$ cat src/rtl/ps2_host_tx.sv
// PS/2 host-to-device transmitter: inhibits the bus, issues a request-to-send,
// then shifts one command byte (LSB first, odd parity, stop) out on the
// device-generated clock and checks the device ACK. Lines are driven as
// open-drain pull-downs through SCLK_OE/SDATA_OE.
// Optional build macro PS2_TX_RETRY_EN: one automatic retry after the first
// timeout or NACK before ERR is reported.
module ps2_host_tx #(
  parameter int INHIBIT_CYC = 2500,   // total cycles SCLK is held low (>= 2)
  parameter int START_TO    = 375000, // release-to-first-fall timeout
  parameter int XFER_TO     = 50000   // first-fall-to-idle timeout
) (
  input  logic       CLK,
  input  logic       ARST_L,
  input  logic [7:0] TXDATA,
  input  logic       TXSTART,
  output logic       BUSY,
  output logic       DONE,
  output logic       ERR,
  input  logic       SCLK_IN,
  input  logic       SDATA_IN,
  output logic       SCLK_OE,
  output logic       SDATA_OE
);

  localparam int TW = $clog2(START_TO + 1);
  // INHIBIT lasts INHIBIT_CYC-1 cycles, REQ one more, so SCLK is low INHIBIT_CYC cycles
  localparam logic [TW-1:0] INH_LAST   = TW'(INHIBIT_CYC - 2);
  localparam logic [TW-1:0] START_LAST = TW'(START_TO - 1);
  localparam logic [TW-1:0] XFER_LAST  = TW'(XFER_TO - 1);

  typedef enum logic [2:0] {
    IDLE, INHIBIT, REQ, WAITCLK, SHIFT, WAITIDLE, FAIL
  } state_t;

  state_t          state_q, state_d;
  logic [TW-1:0]   timer_q;
  logic            timer_clr;
  logic [3:0]      bitcnt_q, bitcnt_d;
  logic [9:0]      frame_q;
  logic            load_frame;
  logic            sdata_oe_q, sdata_oe_d;
  logic [1:0]      idle_cnt_q;
  logic            fail_req;
  logic            done_pulse;
  logic            sclk_p0, sclk_p1, sclk_p2;
  logic            sdata_p0, sdata_p1;
  logic            fall;
`ifdef PS2_TX_RETRY_EN
  logic            retry_q;
`endif

  // Two-flop synchronisers for the raw line levels plus one delay for edge detect
  always_ff @(posedge CLK or negedge ARST_L) begin
    if (!ARST_L) begin
      sclk_p0  <= 1'b1;
      sclk_p1  <= 1'b1;
      sclk_p2  <= 1'b1;
      sdata_p0 <= 1'b1;
      sdata_p1 <= 1'b1;
    end else begin
      // stage boundary: p0 metastability catcher, p1 synced level, p2 previous level
      sclk_p0  <= SCLK_IN;
      sclk_p1  <= sclk_p0;
      sclk_p2  <= sclk_p1;
      sdata_p0 <= SDATA_IN;
      sdata_p1 <= sdata_p0;
    end
  end

  assign fall = sclk_p2 & ~sclk_p1;

  // State, timer, bit counter and data-line driver registers
  always_ff @(posedge CLK or negedge ARST_L) begin
    if (!ARST_L) begin
      state_q    <= IDLE;
      timer_q    <= '0;
      bitcnt_q   <= '0;
      sdata_oe_q <= 1'b0;
    end else begin
      state_q    <= state_d;
      timer_q    <= timer_clr ? '0 : timer_q + TW'(1);
      bitcnt_q   <= bitcnt_d;
      sdata_oe_q <= sdata_oe_d;
    end
  end

  // Frame capture: {stop, odd parity, data}; data-only register, no reset needed
  always_ff @(posedge CLK) begin
    if (load_frame) frame_q <= {1'b1, ~^TXDATA, TXDATA};
  end

  // Count consecutive cycles with both lines high while waiting for bus idle
  always_ff @(posedge CLK or negedge ARST_L) begin
    if (!ARST_L)                      idle_cnt_q <= '0;
    else if (state_q != WAITIDLE)     idle_cnt_q <= '0;
    else if (!(sclk_p1 && sdata_p1))  idle_cnt_q <= '0;
    else if (idle_cnt_q != 2'd2)      idle_cnt_q <= idle_cnt_q + 2'd1;
  end

`ifdef PS2_TX_RETRY_EN
  // Remember that the single retry has been spent; cleared when the request ends
  always_ff @(posedge CLK or negedge ARST_L) begin
    if (!ARST_L)                             retry_q <= 1'b0;
    else if (done_pulse || state_q == FAIL)  retry_q <= 1'b0;
    else if (fail_req)                       retry_q <= 1'b1;
  end
`endif

  // Next-state and datapath control; timeouts take priority over a coincident fall
  always_comb begin
    state_d    = state_q;
    bitcnt_d   = bitcnt_q;
    sdata_oe_d = sdata_oe_q;
    load_frame = 1'b0;
    fail_req   = 1'b0;
    done_pulse = 1'b0;
    case (state_q)
      IDLE: begin
        sdata_oe_d = 1'b0;
        if (TXSTART) begin
          load_frame = 1'b1;
          state_d    = INHIBIT;
        end
      end
      INHIBIT: begin
        sdata_oe_d = 1'b0;
        if (timer_q == INH_LAST) begin
          sdata_oe_d = 1'b1;           // start bit
          state_d    = REQ;
        end
      end
      REQ: state_d = WAITCLK;
      WAITCLK: begin
        if (timer_q == START_LAST) begin
          fail_req = 1'b1;
        end else if (fall) begin
          sdata_oe_d = ~frame_q[0];
          bitcnt_d   = 4'd1;
          state_d    = SHIFT;
        end
      end
      SHIFT: begin
        if (timer_q == XFER_LAST) begin
          fail_req = 1'b1;
        end else if (fall) begin
          if (bitcnt_q == 4'd10) begin
            if (sdata_p1) fail_req = 1'b1;   // NACK
            else          state_d  = WAITIDLE;
          end else begin
            sdata_oe_d = ~frame_q[bitcnt_q];
            bitcnt_d   = bitcnt_q + 4'd1;
          end
        end
      end
      WAITIDLE: begin
        if (timer_q == XFER_LAST) begin
          fail_req = 1'b1;
        end else if (idle_cnt_q == 2'd2) begin
          done_pulse = 1'b1;
          state_d    = IDLE;
        end
      end
      FAIL: begin
        sdata_oe_d = 1'b0;
        state_d    = IDLE;
      end
      default: state_d = IDLE;
    endcase
    if (fail_req) begin
      sdata_oe_d = 1'b0;
`ifdef PS2_TX_RETRY_EN
      state_d = retry_q ? FAIL : INHIBIT;
`else
      state_d = FAIL;
`endif
    end
  end

  // The transfer timer spans SHIFT and WAITIDLE, so that hand-over keeps counting
  assign timer_clr = (state_q == IDLE) ||
                     ((state_d != state_q) && !((state_q == SHIFT) && (state_d == WAITIDLE)));

  assign BUSY     = (state_q != IDLE);
  assign DONE     = done_pulse;
  assign ERR      = (state_q == FAIL);
  assign SCLK_OE  = (state_q == INHIBIT) || (state_q == REQ);
  assign SDATA_OE = sdata_oe_q;

endmodule

$ cat config.mk
export PLATFORM = sky130hd
export DESIGN_NAME = ps2_host_tx
export DESIGN_NICKNAME = d
export VERILOG_FILES = /design/src/rtl/ps2_host_tx.sv
export SDC_FILE = /design/constraint.sdc
export NUM_CORES = 1
export LEC_CHECK = 0
export CAP_MARGIN = 20
export CORE_ASPECT_RATIO = 1.4
export CORE_UTILIZATION = 60
export CTS_CLUSTER_SIZE = 30
export DETAILED_ROUTE_END_ITERATION = 8
export PLACE_DENSITY = 0.93
export RECOVER_POWER = 50
export SYNTH_ARGS = -nofsm -noshare
export SYNTH_HDL_FRONTEND = slang
export SYNTH_SLANG_ARGS = --single-unit
$ cat constraint.sdc
create_clock -name CLK -period 4.9 [get_ports CLK]
set_input_delay 0.49 -clock CLK [delete_from_list [all_inputs] [get_ports CLK]]
set_output_delay 0.49 -clock CLK [all_outputs]
set_load 0.01 [all_outputs]
Word level (Yosys, flattened, before mapping)
Cells that the tools add are included.
{ "word_totals": {"out_inout_bits": 5, "reg_bits": 43, "in_bits": 13, "wordCells": 103} }
{ "op_classes": {"n_reduce_logical": 14, "eq_ne": 26, "add_sub_neg": 3, "mux": 44, "order_cmp": 1, "bitwise": 4} }
{ "op_table": {"columns": ["operator", "n"], "rows": [
  ["2-to-1 mux 3 bit", 11],
  ["2-to-1 mux 4 bit", 5],
  ["adder 19 x 1 -> 19 bit, second input constant", 1],
  ["equality test 19 x 12 -> 1 bit, second input constant", 1],
  ["equality test 19 x 16 -> 1 bit, second input constant", 1],
  ["equality test 19 bit, second input constant", 1],
  ["2-to-1 mux 1 bit", 19],
  ["2-to-1 mux 19 bit", 1],
  ["!= test 3 bit, second input constant", 6],
  ["case mux 3 bit (6 select lines)", 1],
  ["equality test 3 bit, second input constant", 4],
  ["!= test 2 bit, second input constant", 6],
  ["AND reduction 6 bit", 2],
  ["case mux 4 bit (2 select lines)", 1],
  ["XNOR reduction 8 bit", 1],
  ["equality test 3 x 2 -> 1 bit, second input constant", 2],
  ["2-to-1 mux 2 bit", 3],
  ["< comparator 4 x 5 -> 1 bit, second input constant", 1],
  ["nonzero test 5 bit", 1],
  ["adder 4 x 1 -> 4 bit, second input constant", 1],
  ["binary-select mux 1 bit (select 4 bit)", 1],
  ["equality test 4 bit, second input constant", 1],
  ["case mux 1 bit (4 select lines)", 1],
  ["equality test 3 x 1 -> 1 bit, second input constant", 1],
  ["14 further kinds", 19]
]} }

Logic depth before layout (Yosys ltp)
{ "logic_depth": {"word_depth": 12, "mapped_depth": 11, "depth_no_buf": 8} }

Least setup slack after synthesis
No wires, ideal clock.
{ "synth_timing": {"path_type": "register to register", "start": "reg timer_q[3]", "end": "reg timer_q[10]", "stages_incl_launch_ff": 10, "setup_ps": 129, "arrival_ps": 2460, "required_ps": 4771, "period_less_slack_ps": 2588, "n_path_buf": 3, "setup_slack_ps": 2312, "path_cell_list": "dfrtp_1 or4b_1 or3_1 buf_2 o41a_1 a21boi_4 o21a_1 buf_6 buf_6 nor4_2"} }
{ "synth_between": {"elab_chain_len": 10, "word_cells_on_any_way": 21, "cone_classes": "add/sub (1); eq/ne (5); mux (11); reduce/logical (4)"} }
{ "synth_lines": {"columns": ["element", "line", "source"], "rows": [
  ["from (decl)", "36", "logic [TW-1:0] timer_q;"],
  ["from (signal assigned)", "81", "timer_q <= timer_clr ? '0 : timer_q + TW'(1);"],
  ["equality test 19 x 16 -> 1 bit (tied with other cells)", "143, 156", null],
  ["2-to-1 mux 3 bit (tied with other cells)", "156", "if (timer_q == XFER_LAST) begin"],
  ["case mux 3 bit (6 select lines) or case mux 1 bit (3 select lines) (tied branches)", "117", "case (state_q)"],
  ["2-to-1 mux 3 bit", "169", "if (fail_req) begin"],
  ["equality test 3 bit", "181", "((state_d != state_q) && !((state_q == SHIFT) && (state_d == WAITIDLE)));"],
  ["logical AND 1 bit", "181", null],
  ["logical NOT 1 bit", "181", null],
  ["logical AND 1 bit", "181", null],
  ["logical OR 1 bit", "180", "assign timer_clr = (state_q == IDLE) ||"],
  ["2-to-1 mux 19 bit (*)", "81", null]
]} }
Every way passes the cells marked *; elsewhere a longest branch is shown, timed or not.
A chain may end at the register's enable or synchronous reset.

Worst setup path after layout
{ "layout_timing": {"start": "reg timer_q[3]", "end": "reg timer_q[2]"} }
{ "layout_between": {"elab_chain_len": 10, "word_cells_on_any_way": 20, "cone_classes": "eq/ne (5); mux (11); reduce/logical (4)"} }
{ "layout_lines": {"columns": ["element", "line"], "rows": [
  ["equality test 19 x 16 -> 1 bit (tied with other cells)", "143, 156"],
  ["2-to-1 mux 3 bit (tied with other cells)", "156"],
  ["case mux 3 bit (6 select lines) or case mux 1 bit (3 select lines) (tied branches)", "117"],
  ["2-to-1 mux 3 bit (*)", "169"],
  ["equality test 3 bit", "181"],
  ["logical AND 1 bit", "181"],
  ["logical NOT 1 bit", "181"],
  ["logical AND 1 bit (*)", "181"],
  ["logical OR 1 bit (*)", "180"],
  ["2-to-1 mux 19 bit (*)", "81"]
]} }
Marks and branches as above.

==> reports/metrics.yaml <==
worst_setup_path:
  cp.required_ps: 5030
  cpPeakStageDelay_ps: 720
  critPathTopFamily: "compound AO/OA/AOI/OAI gates"
  crit_chain: "or4b_1 > or3_1 > o41a_1 > a21boi_4 > o21a_1 > nor4_1"
  end_kind: "flop"
  startpoint_type: "flop"
  critical_path_arrival_ps: 3250
  worstPathMaxFanout: 19
  crit_type: "flop to flop"
  cp_slowest_cell: "o21a_1"
  critPathBufInv: 0
grt:
  grt_overflow: 0
  grt_pass1_wl_um: 8490
  grt_use_total_pct: 24.8
  antenna_found_initial: 0
  grt_start_max_net_pins: 35
  first_global_vias: 1915
job:
  drv_cap: 1
place:
  gp_congestion: 0.923
  placed_cells: 292
  dp_slack_ps: 1780
  placed_area_um2: 2680
  hpwlAfterDp_um: 3610
  port_buffers: 17
cts:
  holdBufCountCts: 0
  cts_buffers: 5
  path_clk_slew_ps: 80
  cts_setup_buffers: 0
  cts_buffer_depth: 2
  clock_latency_ps: 300
  ctsRootBufferMaster: "clkbuf_8"
  cts_sinks: 43
  cts_tree: "yes"
  cts.htree.levels: 2
  postCtsResizedCells: 0
yosys:
  ys_warn_count: 0
  yosys-top-cells-area: "dfrtp_1, edfxtp_1, xnor2_1"
  syn_avg_cell_area_um2: 10.4
  synthArstFlopShare_pct: 79.1
  netlist_instances: 242
  synth_edf_count: 9
  synth_top_area_cell: "dfrtp_1"
  syn_nets: 260
  yosysSeqAreaShare_pct: 44.7
  synth.distinct_cells: 53
  synth.cell_area_um2: 2520
  synth_top_area_share_pct: 28.8
  synth-seq-cells: 43
  ys.flop_type: "dfrtp_1"
timing:
  rsz0062_at_grt: "no"
  clock-skew-final_ps: 8.29
  layout_setup_ws_ps: 1780
  maxSlewHeadroom_pct: -19.6
  finalCritPeriodShare_pct: 63.7
  worst_pin_slew_ps: 1790
  setup_violations: 0
  drv_slew: 35
  period_needed_ps: 3120
  totalNegativeSetupSlack_ps: 0
  hold_viol: 0
  max_freq_mhz: 320
floorplan:
  fp.dieH_um: 78.7
  fp.coreArea_um2: 3990
  start_util_pct: 63.3
  die_w_um: 56.8
  die-area_um2: 4470
  num_io_pins: 18
  rows: 27
finish:
  regArea_um2: 1130
  fillers: 278
  multi_input_area_um2: 1280
  layout_common_cells: "dfrtp_1, xnor2_1, nand2_1, nor2_1, nor4_1"
  drive_above_1_share_pct: 10.9
  num_antenna_cells: 0
  nNetsFinal: 274
  fin_area_um2: 2760
  layout_commonest_cell: "dfrtp_1"
  final_cells: 300
  areaGrowthSynthToFinish_pct: 9.27
drt:
  wl_per_cell_um: 17.0
  postRouteWirelength_um: 5090
  vias: 1945
  ant_nets: 0
  drt-pass1-iter-count: 6
  via_per_inst: 6.48
  first_iter_violations: 203
  drc: 2
outcome:
  status: "complete, but fails checks"
  violations: "design-rule violations, max-capacitance violations, max-slew violations"
power_and_ir_drop:
  p_leak_nw: 1.05
  power_mw: 0.614
  powerDensity_nw_per_um2: 223
  vdd_drop_max_mv: 0.155
min_path:
  hp-class: "flop to flop"
-- final timing paths --
| kind | slack (ps) | to | depth (start not counted) | startpoint |
|---|---|---|---|---|
| worst max-delay path | 1780 | timer_q[2] | 6 | timer_q[3] |
| worst max register to register | 1780 | timer_q[2] | 6 | timer_q[3] |
| min in group asynchronous | 1200 | bitcnt_q[1] | 2 | ARST_L |
| worst min-delay path | 360 | sdata_p1 | 0 | sdata_p0 |
| worst min register to register | 360 | sdata_p1 | 0 | sdata_p0 |
| max in group asynchronous | 2660 | state_q[0] | 2 | ARST_L |
-- worst reg2reg max path, stage by stage (launching register included) --
cell and delay [ps]:
dfrtp_1 430, or4b_1 550, or3_1 430, o41a_1 460, a21boi_4 220, o21a_1 720, nor4_1 160
-- synthesized netlist by cell type (6+ instances only) --
| library cell | n |
|---|---|
| o211ai_1 | 6 |
| o21ai_0 | 6 |
| nor2_1 | 17 |
| inv_1 | 9 |
| nand3_1 | 10 |
| xor2_1 | 10 |
| and3_1 | 6 |
| xnor2_1 | 18 |
| nand2_1 | 17 |
| nor4_1 | 13 |
| nor3_1 | 7 |
| nor4_2 | 9 |
| a21oi_1 | 8 |
| dfrtp_1 | 29 |
| edfxtp_1 | 9 |
-- final cells by class --
type | instances | share of cell area, %
multi-input cells | 178 | 46.4
flip-flops and latches | 43 | 40.9
repair buffers | 19 | 6.58
clock buffers | 7 | 2.77
well taps | 43 | 1.95
inverters | 9 | 1.23
clock inverters | 1 | 0.181
-- cells by family after synthesis --
family / Yosys count / share of synthesized area [%]
AND/OR/NAND/NOR: 106 / 26.5
flip-flops: 43 / 44.7
AO/OA/AOI/OAI: 36 / 10.3
XOR/XNOR: 28 / 9.72
buffers and inverters: 21 / 4.61
adder cells (fa/ha/maj): 5 / 2.48
multiplexers: 3 / 1.74
-- flip-flops by register name, summed over array words and instances (netlist names) --
name and count:
SDATA_OE 1, timer_q 19, sdata_p1 1, idle_cnt_q 2, sclk_p1 1, frame_q 9
sdata_p0 1, sclk_p0 1, sclk_p2 1, state_q 3, bitcnt_q 4
-- metal layers --
layer	part of all wire [%]	vias to the layer above	track usage (%)
met4	2.9	0	14.4
met1	40	941	28.4
met3	4.9	14	5.21
met2	52	65	42.6
met5	0	-	0
li1	-	925	-
-- per-stage QoR --
stage / utilization, % / hold WS, ps
floorplan: - / 194
global placement: 67.2 / 346
detailed placement: 67.2 / 351
CTS: 69.3 / 361
global route: 69.2 / 363
finish: 69.2 / 360
-- power by group --
group	leakage, nW	internal [mW]	switching, mW
Clock	0.0422	0.100	0.117
Sequential	0.518	0.369	0.00110
Combinational	0.492	0.0137	0.0133
(Power assumes the default switching activity.)
